[src/rtl/ps2_host_tx.sv]
// PS/2 host-to-device transmitter: inhibits the bus, issues a request-to-send,
// then shifts out start, 8 data bits, odd parity and stop on device clock edges.
module ps2_host_tx #(
    parameter int INHIBIT_CYCLES = 5000,
    parameter int SETUP_CYCLES   = 50,
    parameter int TIMEOUT_CYCLES = 750000
) (
    input  logic       clk,
    input  logic       reset,
    input  logic [7:0] tx_data,
    input  logic       tx_start,
    input  logic       ps2_clk_in,
    input  logic       ps2_data_in,
    output logic       ps2_clk_oe,
    output logic       ps2_data_oe,
    output logic       tx_busy,
    output logic       tx_done,
    output logic       tx_error
);

    localparam int PHASE_MAX = (INHIBIT_CYCLES > SETUP_CYCLES) ? INHIBIT_CYCLES : SETUP_CYCLES;
    localparam int PHASE_W   = $clog2(PHASE_MAX + 1);
    localparam int TIMEOUT_W = $clog2(TIMEOUT_CYCLES + 1);

    localparam logic [PHASE_W-1:0]   INHIBIT_LAST = PHASE_W'(INHIBIT_CYCLES - 1);
    localparam logic [PHASE_W-1:0]   SETUP_LAST   = PHASE_W'(SETUP_CYCLES - 1);
    localparam logic [TIMEOUT_W-1:0] TIMEOUT_LAST = TIMEOUT_W'(TIMEOUT_CYCLES - 1);

    localparam logic [2:0] ST_IDLE     = 3'd0;
    localparam logic [2:0] ST_INHIBIT  = 3'd1;
    localparam logic [2:0] ST_REQ      = 3'd2;
    localparam logic [2:0] ST_SHIFT    = 3'd3;
    localparam logic [2:0] ST_ACK_WAIT = 3'd4;
    localparam logic [2:0] ST_BUS_IDLE = 3'd5;

    logic [2:0]           state;
    logic [PHASE_W-1:0]   phase_cnt;
    logic [TIMEOUT_W-1:0] timeout_cnt;
    logic [3:0]           bit_cnt;
    logic [7:0]           data_q;
    logic                 parity_q;
    logic [8:0]           payload;

    logic clk_meta, clk_sync, clk_prev;
    logic data_meta, data_sync;
    logic clk_fall;
    logic timed_out;

    // Idle bus level is high, so the synchronizers reset to 1 to avoid a false edge.
    always_ff @(posedge clk) begin
        if (reset) begin
            clk_meta  <= 1'b1;
            clk_sync  <= 1'b1;
            clk_prev  <= 1'b1;
            data_meta <= 1'b1;
            data_sync <= 1'b1;
        end else begin
            clk_meta  <= ps2_clk_in;
            clk_sync  <= clk_meta;
            clk_prev  <= clk_sync;
            data_meta <= ps2_data_in;
            data_sync <= data_meta;
        end
    end

    assign clk_fall  = clk_prev & ~clk_sync;
    assign payload   = {parity_q, data_q};
    assign timed_out = (timeout_cnt == TIMEOUT_LAST);
    assign tx_busy   = (state != ST_IDLE);

    always_ff @(posedge clk) begin
        if (reset) begin
            state       <= ST_IDLE;
            ps2_clk_oe  <= 1'b0;
            ps2_data_oe <= 1'b0;
            tx_done     <= 1'b0;
            tx_error    <= 1'b0;
            phase_cnt   <= '0;
            timeout_cnt <= '0;
            bit_cnt     <= '0;
            data_q      <= '0;
            parity_q    <= 1'b0;
        end else begin
            tx_done  <= 1'b0;
            tx_error <= 1'b0;
            case (state)
                ST_IDLE: begin
                    ps2_clk_oe  <= 1'b0;
                    ps2_data_oe <= 1'b0;
                    if (tx_start) begin
                        data_q     <= tx_data;
                        parity_q   <= ~^tx_data;
                        bit_cnt    <= '0;
                        phase_cnt  <= '0;
                        ps2_clk_oe <= 1'b1;
                        state      <= ST_INHIBIT;
                    end
                end
                ST_INHIBIT: begin
                    if (phase_cnt == INHIBIT_LAST) begin
                        phase_cnt   <= '0;
                        ps2_data_oe <= 1'b1;
                        state       <= ST_REQ;
                    end else begin
                        phase_cnt <= phase_cnt + 1'b1;
                    end
                end
                ST_REQ: begin
                    // Releasing clock with data still low presents the start bit.
                    if (phase_cnt == SETUP_LAST) begin
                        ps2_clk_oe  <= 1'b0;
                        timeout_cnt <= '0;
                        state       <= ST_SHIFT;
                    end else begin
                        phase_cnt <= phase_cnt + 1'b1;
                    end
                end
                ST_SHIFT: begin
                    if (timed_out) begin
                        tx_error    <= 1'b1;
                        ps2_clk_oe  <= 1'b0;
                        ps2_data_oe <= 1'b0;
                        state       <= ST_IDLE;
                    end else begin
                        timeout_cnt <= timeout_cnt + 1'b1;
                        if (clk_fall) begin
                            bit_cnt <= bit_cnt + 1'b1;
                            if (bit_cnt == 4'd9) begin
                                ps2_data_oe <= 1'b0;
                                state       <= ST_ACK_WAIT;
                            end else begin
                                ps2_data_oe <= ~payload[bit_cnt];
                            end
                        end
                    end
                end
                ST_ACK_WAIT: begin
                    if (timed_out) begin
                        tx_error    <= 1'b1;
                        ps2_clk_oe  <= 1'b0;
                        ps2_data_oe <= 1'b0;
                        state       <= ST_IDLE;
                    end else begin
                        timeout_cnt <= timeout_cnt + 1'b1;
                        if (clk_fall) begin
                            bit_cnt <= bit_cnt + 1'b1;
                            if (!data_sync) begin
                                state <= ST_BUS_IDLE;
                            end else begin
                                tx_error <= 1'b1;
                                state    <= ST_IDLE;
                            end
                        end
                    end
                end
                ST_BUS_IDLE: begin
                    if (timed_out) begin
                        tx_error    <= 1'b1;
                        ps2_clk_oe  <= 1'b0;
                        ps2_data_oe <= 1'b0;
                        state       <= ST_IDLE;
                    end else begin
                        timeout_cnt <= timeout_cnt + 1'b1;
                        if (clk_sync && data_sync) begin
                            tx_done <= 1'b1;
                            state   <= ST_IDLE;
                        end
                    end
                end
                default: begin
                    ps2_clk_oe  <= 1'b0;
                    ps2_data_oe <= 1'b0;
                    state       <= ST_IDLE;
                end
            endcase
        end
    end

endmodule

[config.mk]
export PLATFORM = sky130hd
export DESIGN_NAME = ps2_host_tx
export DESIGN_NICKNAME = d
export VERILOG_FILES = /design/src/rtl/ps2_host_tx.sv
export SDC_FILE = /design/constraint.sdc
export NUM_CORES = 1
export LEC_CHECK = 0
export CORE_MARGIN = 2
export CORE_UTILIZATION = 40
export DETAILED_ROUTE_END_ITERATION = 7
export HOLD_SLACK_MARGIN = 0.12
export PLACE_DENSITY = 0.59
export SLEW_MARGIN = 20
export SYNTH_ARGS = -nofsm -noshare
export SYNTH_HDL_FRONTEND = slang
export SYNTH_SLANG_ARGS = --single-unit
[constraint.sdc]
create_clock -name clk -period 3.7 [get_ports clk]
set_input_delay 0.555 -clock clk [delete_from_list [all_inputs] [get_ports clk]]
set_output_delay 0.555 -clock clk [all_outputs]
set_load 0.005 [all_outputs]
# Word-level counts from Yosys, hierarchy flattened
# Cells that the tools add are included.
dict set report totals {
  inputBits 13
  reg_bits 58
  word_cells 106
}
dict set report classes {
  bitwise_logic 6
  add_sub_neg 3
  muxes 40
  eq_ne 22
  n_lt_le_gt_ge 1
  reduce_logical 19
}
# cell count
set op_table {}
lappend op_table {{two-way mux 20 bit} 2}
lappend op_table {{one-hot mux 20 bit (2 select lines)} 1}
lappend op_table {{two-way mux 13 bit} 3}
lappend op_table {{one-hot mux 13 bit (3 select lines)} 1}
lappend op_table {{two-way mux 3 bit} 11}
lappend op_table {{adder 20 x 1 -> 20 bit, second input constant} 1}
lappend op_table {{equality test 20 bit, second input constant} 1}
lappend op_table {{one-hot mux 3 bit (6 select lines)} 1}
lappend op_table {{adder 13 x 1 -> 13 bit, second input constant} 1}
lappend op_table {{equality test 13 bit, second input constant} 1}
lappend op_table {{equality test 13 x 6 -> 1 bit, second input constant} 1}
lappend op_table {{two-way mux 1 bit} 13}
lappend op_table {{two-way mux 4 bit} 3}
lappend op_table {{!= test 2 bit, second input constant} 6}
lappend op_table {{!= test 3 bit, second input constant} 4}
lappend op_table {{AND reduction 3 bit} 3}
lappend op_table {{one-hot mux 1 bit (4 select lines)} 2}
lappend op_table {{one-hot mux 4 bit (2 select lines)} 1}
lappend op_table {{AND reduction 4 bit} 2}
lappend op_table {{XNOR reduction 8 bit} 1}
lappend op_table {{AND reduction 7 bit} 1}
lappend op_table {{equality test 3 x 2 -> 1 bit, second input constant} 2}
lappend op_table {{equality test 3 bit, second input constant} 2}
lappend op_table {{!= test 2 x 1 -> 1 bit, second input constant} 3}
lappend op_table {{other kinds (15)} 24}

# Longest topological paths before layout
dict set report depth {
  depth_word 7
  ltp_mapped 9
}

# Worst setup path after synthesis
# Ideal clock, no wire load.
dict set report synth_timing {
  path_type {register to register}
  start {register phase_cnt[0]}
  end {register timeout_cnt[11]}
  setup_time_ns 0.115
  stages_incl_launch_ff 9
  setup_slack_ns 1.377
  path_buffers 1
  arrival_time_ns 2.208
  t_required_ns 3.585
  cell_sequence {dfxtp_1 -> ha_1 -> or4b_1 -> or4_4 -> buf_6 -> a21oi_4 -> and4_1 -> xnor2_1 -> nor2_2}
}
dict set report synth_between {
  elab_chain_cells 3
}
# element line
set synth_lines {}
lappend synth_lines {{from (decl)} 37} ;# logic [PHASE_W-1:0] phase_cnt;
lappend synth_lines {{from (signal assigned)} 105} ;# phase_cnt <= phase_cnt + 1'b1;
lappend synth_lines {{from (signal assigned)} 115} ;# phase_cnt <= phase_cnt + 1'b1;
lappend synth_lines {{equality test 13 x 6 -> 1 bit} 110} ;# if (phase_cnt == SETUP_LAST) begin
lappend synth_lines {{!= test 2 bit (no source line)} n/a}
lappend synth_lines {{AND reduction 3 bit (no source line)} n/a}
lappend synth_lines {{to (signal assigned)} 125} ;# timeout_cnt <= timeout_cnt + 1'b1;
lappend synth_lines {{to (signal assigned)} 144} ;# timeout_cnt <= timeout_cnt + 1'b1;
lappend synth_lines {{to (signal assigned)} 163} ;# timeout_cnt <= timeout_cnt + 1'b1;
lappend synth_lines {{to (decl)} 38} ;# logic [TIMEOUT_W-1:0] timeout_cnt;
# Every way passes these cells.
# A chain may end at the register's enable or synchronous reset.

# Worst setup path in the final report
dict set report layout_timing {
  start {register timeout_cnt[5]}
  end {register ps2_data_oe}
}
dict set report layout_between {
  elab_chain_cells 3
  word_cells_on_any_way 6
  classes_between {eq/ne: 3; mux: 2; reduce/logical: 1}
}
# element line
set layout_lines {}
lappend layout_lines {{equality test 20 bit (*)} 68} ;# assign timed_out = (timeout_cnt == TIMEOUT_LAST);
lappend layout_lines {{!= test 3 bit (no source line) (tied with other cells)} n/a}
lappend layout_lines {{AND reduction 4 bit (no source line) or one-hot mux 1 bit (4 select lines) (tied branches)} n/a}
lappend layout_lines {{to (signal assigned)} 132} ;# ps2_data_oe <= ~payload[bit_cnt];
lappend layout_lines {{to (decl)} 15} ;# output logic ps2_data_oe,
# Mark *: on every way between the ends. The rest lies on a longest branch, timed or not.

==> out/qor.yml <==
placed_design:
  gp_congestion: 0.805
  dp.cells: 465
  port_buffers: 17
  dp_hpwl_um: 4390
  dp_worst_setup_slack_ns: 0.951
routing:
  ant_nets: 0
  vias_per_cell: 5.15
  drt_iter0_markers: 100
  drc_errors: 0
  num_vias: 2471
  first_pass_iters: 4
  finalWirelength_um: 6270
  wl_per_cell_um: 13.1
sta:
  max_clock_freq_mhz: 402
  slew_headroom_pct: 51.5
  hold_violations: 0
  slew_violations: 0
  whs_ns: 0.408
  worst_pin_slew_ns: 0.724
  tns_ns: 0
  rsz0062_at_grt: "no"
  worst_slack_ns: 1.21
  fin_crit_sh_pct: 67.2
  period_needed_ns: 2.49
  finClkSkew_ns: 0.0105
  setup-violations-final: 0
clocking:
  htree_levels: 3
  clock_sink_count: 58
  ctsResizeCount: 0
  clk_pin_slew_ns: 0.07
  hold_buffers: 0
  clk_latency_ns: 0.35
  cts_setup_buffers: 0
  clock-root-buffer: "clkbuf_8"
  numCtsBuffers: 9
  cts_tree: "yes"
  cts_buffer_depth: 2
logic_synthesis:
  syn_area_um2: 3000
  synth_edf_count: 0
  synthTopCellsByCount: "dfxtp_1, nor2_1, nand2_1"
  synth_most_common_cell: "dfxtp_1"
  synth.avg_cell_area_um2: 8.30
  synth_top_area_share_pct: 38.7
  synthArstFlopShare_pct: 0
  syn-num-nets: 380
  synth_flop_cell: "dfxtp_1"
  ys.warnings.count: 0
  synth.distinct_cells: 56
  syn-instance-count: 362
  synth-seq-area-share_pct: 38.7
  synth_seq_cells: 58
  synth_area_leaders: "dfxtp_1, xnor2_1, nor2_1"
  yosysTopAreaCell: "dfxtp_1"
hold_path:
  min-delay-start: "data_meta"
  hp-class: "register to register"
critical_path:
  critPathMaxStageDelay_ns: 0.52
  worstSetupStartpoint: "timeout_cnt[5]"
  path_common_cell: "nor2_1"
  r2r_slack_ns: 1.21
  end_kind: "register"
  start_kind: "register"
  cpMaxStageDelayCell: "nor2_1"
  required_ns: 3.96
  arrival_ns: 2.75
  critical_path_class: "register to register"
  cp_max_fo: 9
  reg2reg_from: "timeout_cnt[5]"
  path_cells: "nor4bb_1 > nand4_1 > nor2_1 > nor2_1 > or4_1 > a21oi_1"
power_and_ir_drop:
  power_switching_uw: 577
  power.total_mw: 1.76
  clockPowerShare_pct: 32.9
  p_per_area_nw_per_um2: 515
  combPwrFrac_pct: 24.9
  sw_frac_of_total_pct: 32.8
  p_int_mw: 1.18
  seqPwrFrac_pct: 42.1
  irDropWorstVdd_v: 0.000224
  leakage_nw: 1.15
grt:
  grt_pass1_wl_um: 11000
  grt_max_degree: 19
  grt_use_total_pct: 16.8
  overflow: 0
  antenna_found_initial: 0
  grt_pass1_vias: 2342
die:
  num_rows: 31
  die_h_um: 90.6
  die-area_um2: 8220
  die_x_um: 90.6
  core_um2: 7250
  pin_count: 18
  start_util_pct: 41.4
layout:
  fin_nets: 395
  antenna_cells: 0
  nFillCells: 744
  layout-drive-gt1-share_pct: 10.5
  multi_input_area_um2: 1740
  fin_cells: 480
  areaGrowthSynthToFinish_pct: 13.9
  regArea_um2: 1160
run:
  drv_cap: 0
run_status:
  outcome: "finished, final reports clean"
## sequential cells by signal, indices dropped and copies added (netlist names)
name / count
tx_error: 1
clk_sync: 1
parity_q: 1
data_sync: 1
phase_cnt: 13
timeout_cnt: 20
ps2_data_oe: 1
clk_meta: 1
tx_done: 1
data_meta: 1
ps2_clk_oe: 1
data_q: 8
bit_cnt: 4
clk_prev: 1
state: 3
## power groups by stage
stage	sequential, mW	combinational (mW)	clock, mW
after global placement	0.753	0.440	0
final	0.741	0.439	0.580
after CTS	0.741	0.445	0.594
after detailed placement	0.755	0.442	0
after global routing	0.754	0.495	0.618
after floorplan	0.711	0.368	0
## final cells by class
cell class,count,area share (%)
clock buffer,10,4.02
multi-input combinational,283,50.8
inverter,7,0.768
clock inverter,5,1.61
timing repair buffer,18,5.20
tap,99,3.62
sequential,58,34.0
## cell usage in the layout, fill, tap and decap left out, types with 4 or more instances in the layout
master	instances
a21oi_1	27
and3_1	7
clkbuf_8	10
clkdlybuf4s50_1	17
dfxtp_1	58
ha_1	5
inv_1	7
nand2_1	42
nand2b_1	4
nand3_1	16
nand4_1	8
nor2_1	48
nor3_1	10
nor3b_1	4
o21ai_0	11
or2_2	6
or3_1	4
xnor2_1	25
xor2_1	10
## path summary, 6_finish.rpt
| check | end | depth (start not counted) |
|---|---|---|
| setup / recovery | ps2_data_oe | 6 |
| hold / removal | data_sync | 1 |
| setup reg to reg | ps2_data_oe | 6 |
| hold reg to reg | data_sync | 1 |
## worst max-delay path: cells and delay by family, from the launching register on
family	cells	cell delay, ns
AOI/OAI and AO/OA	1	0.16
DFF	1	0.43
and+or+nand+nor	5	1.83
## through the flow
stage | util (%) | area (um^2)
floorplan | - | 3000
global placement | 44.5 | 3230
detailed placement | 44.5 | 3230
CTS | 47.1 | 3420
global route | 47.1 | 3420
finish | 47.1 | 3420
## cell families (layout without fill, tap and decap cells)
| kind of cell | count (synthesis) | in the layout | synth area share (%) |
|---|---|---|---|
| AND/OR/NAND/NOR | 181 | 181 | 31.4 |
| flip-flops | 58 | 58 | 38.7 |
| AO/OA/AOI/OAI | 55 | 55 | 11.0 |
| XOR/XNOR | 35 | 35 | 10.2 |
| buffers and inverters | 21 | 40 | 3.46 |
| multiplexers | 7 | 7 | 3.25 |
| adder cells (fa/ha/maj) | 5 | 5 | 2.08 |
## layer usage
layer,up-vias,GRT usage (%),wire [um]
met5,-,0,0
met4,0,10.0,131
met3,11,3.42,231
met2,33,24.6,2710
met1,1138,22.8,3190
li1,1289,-,-
Note: power is estimated with default switching activity, not from simulation.
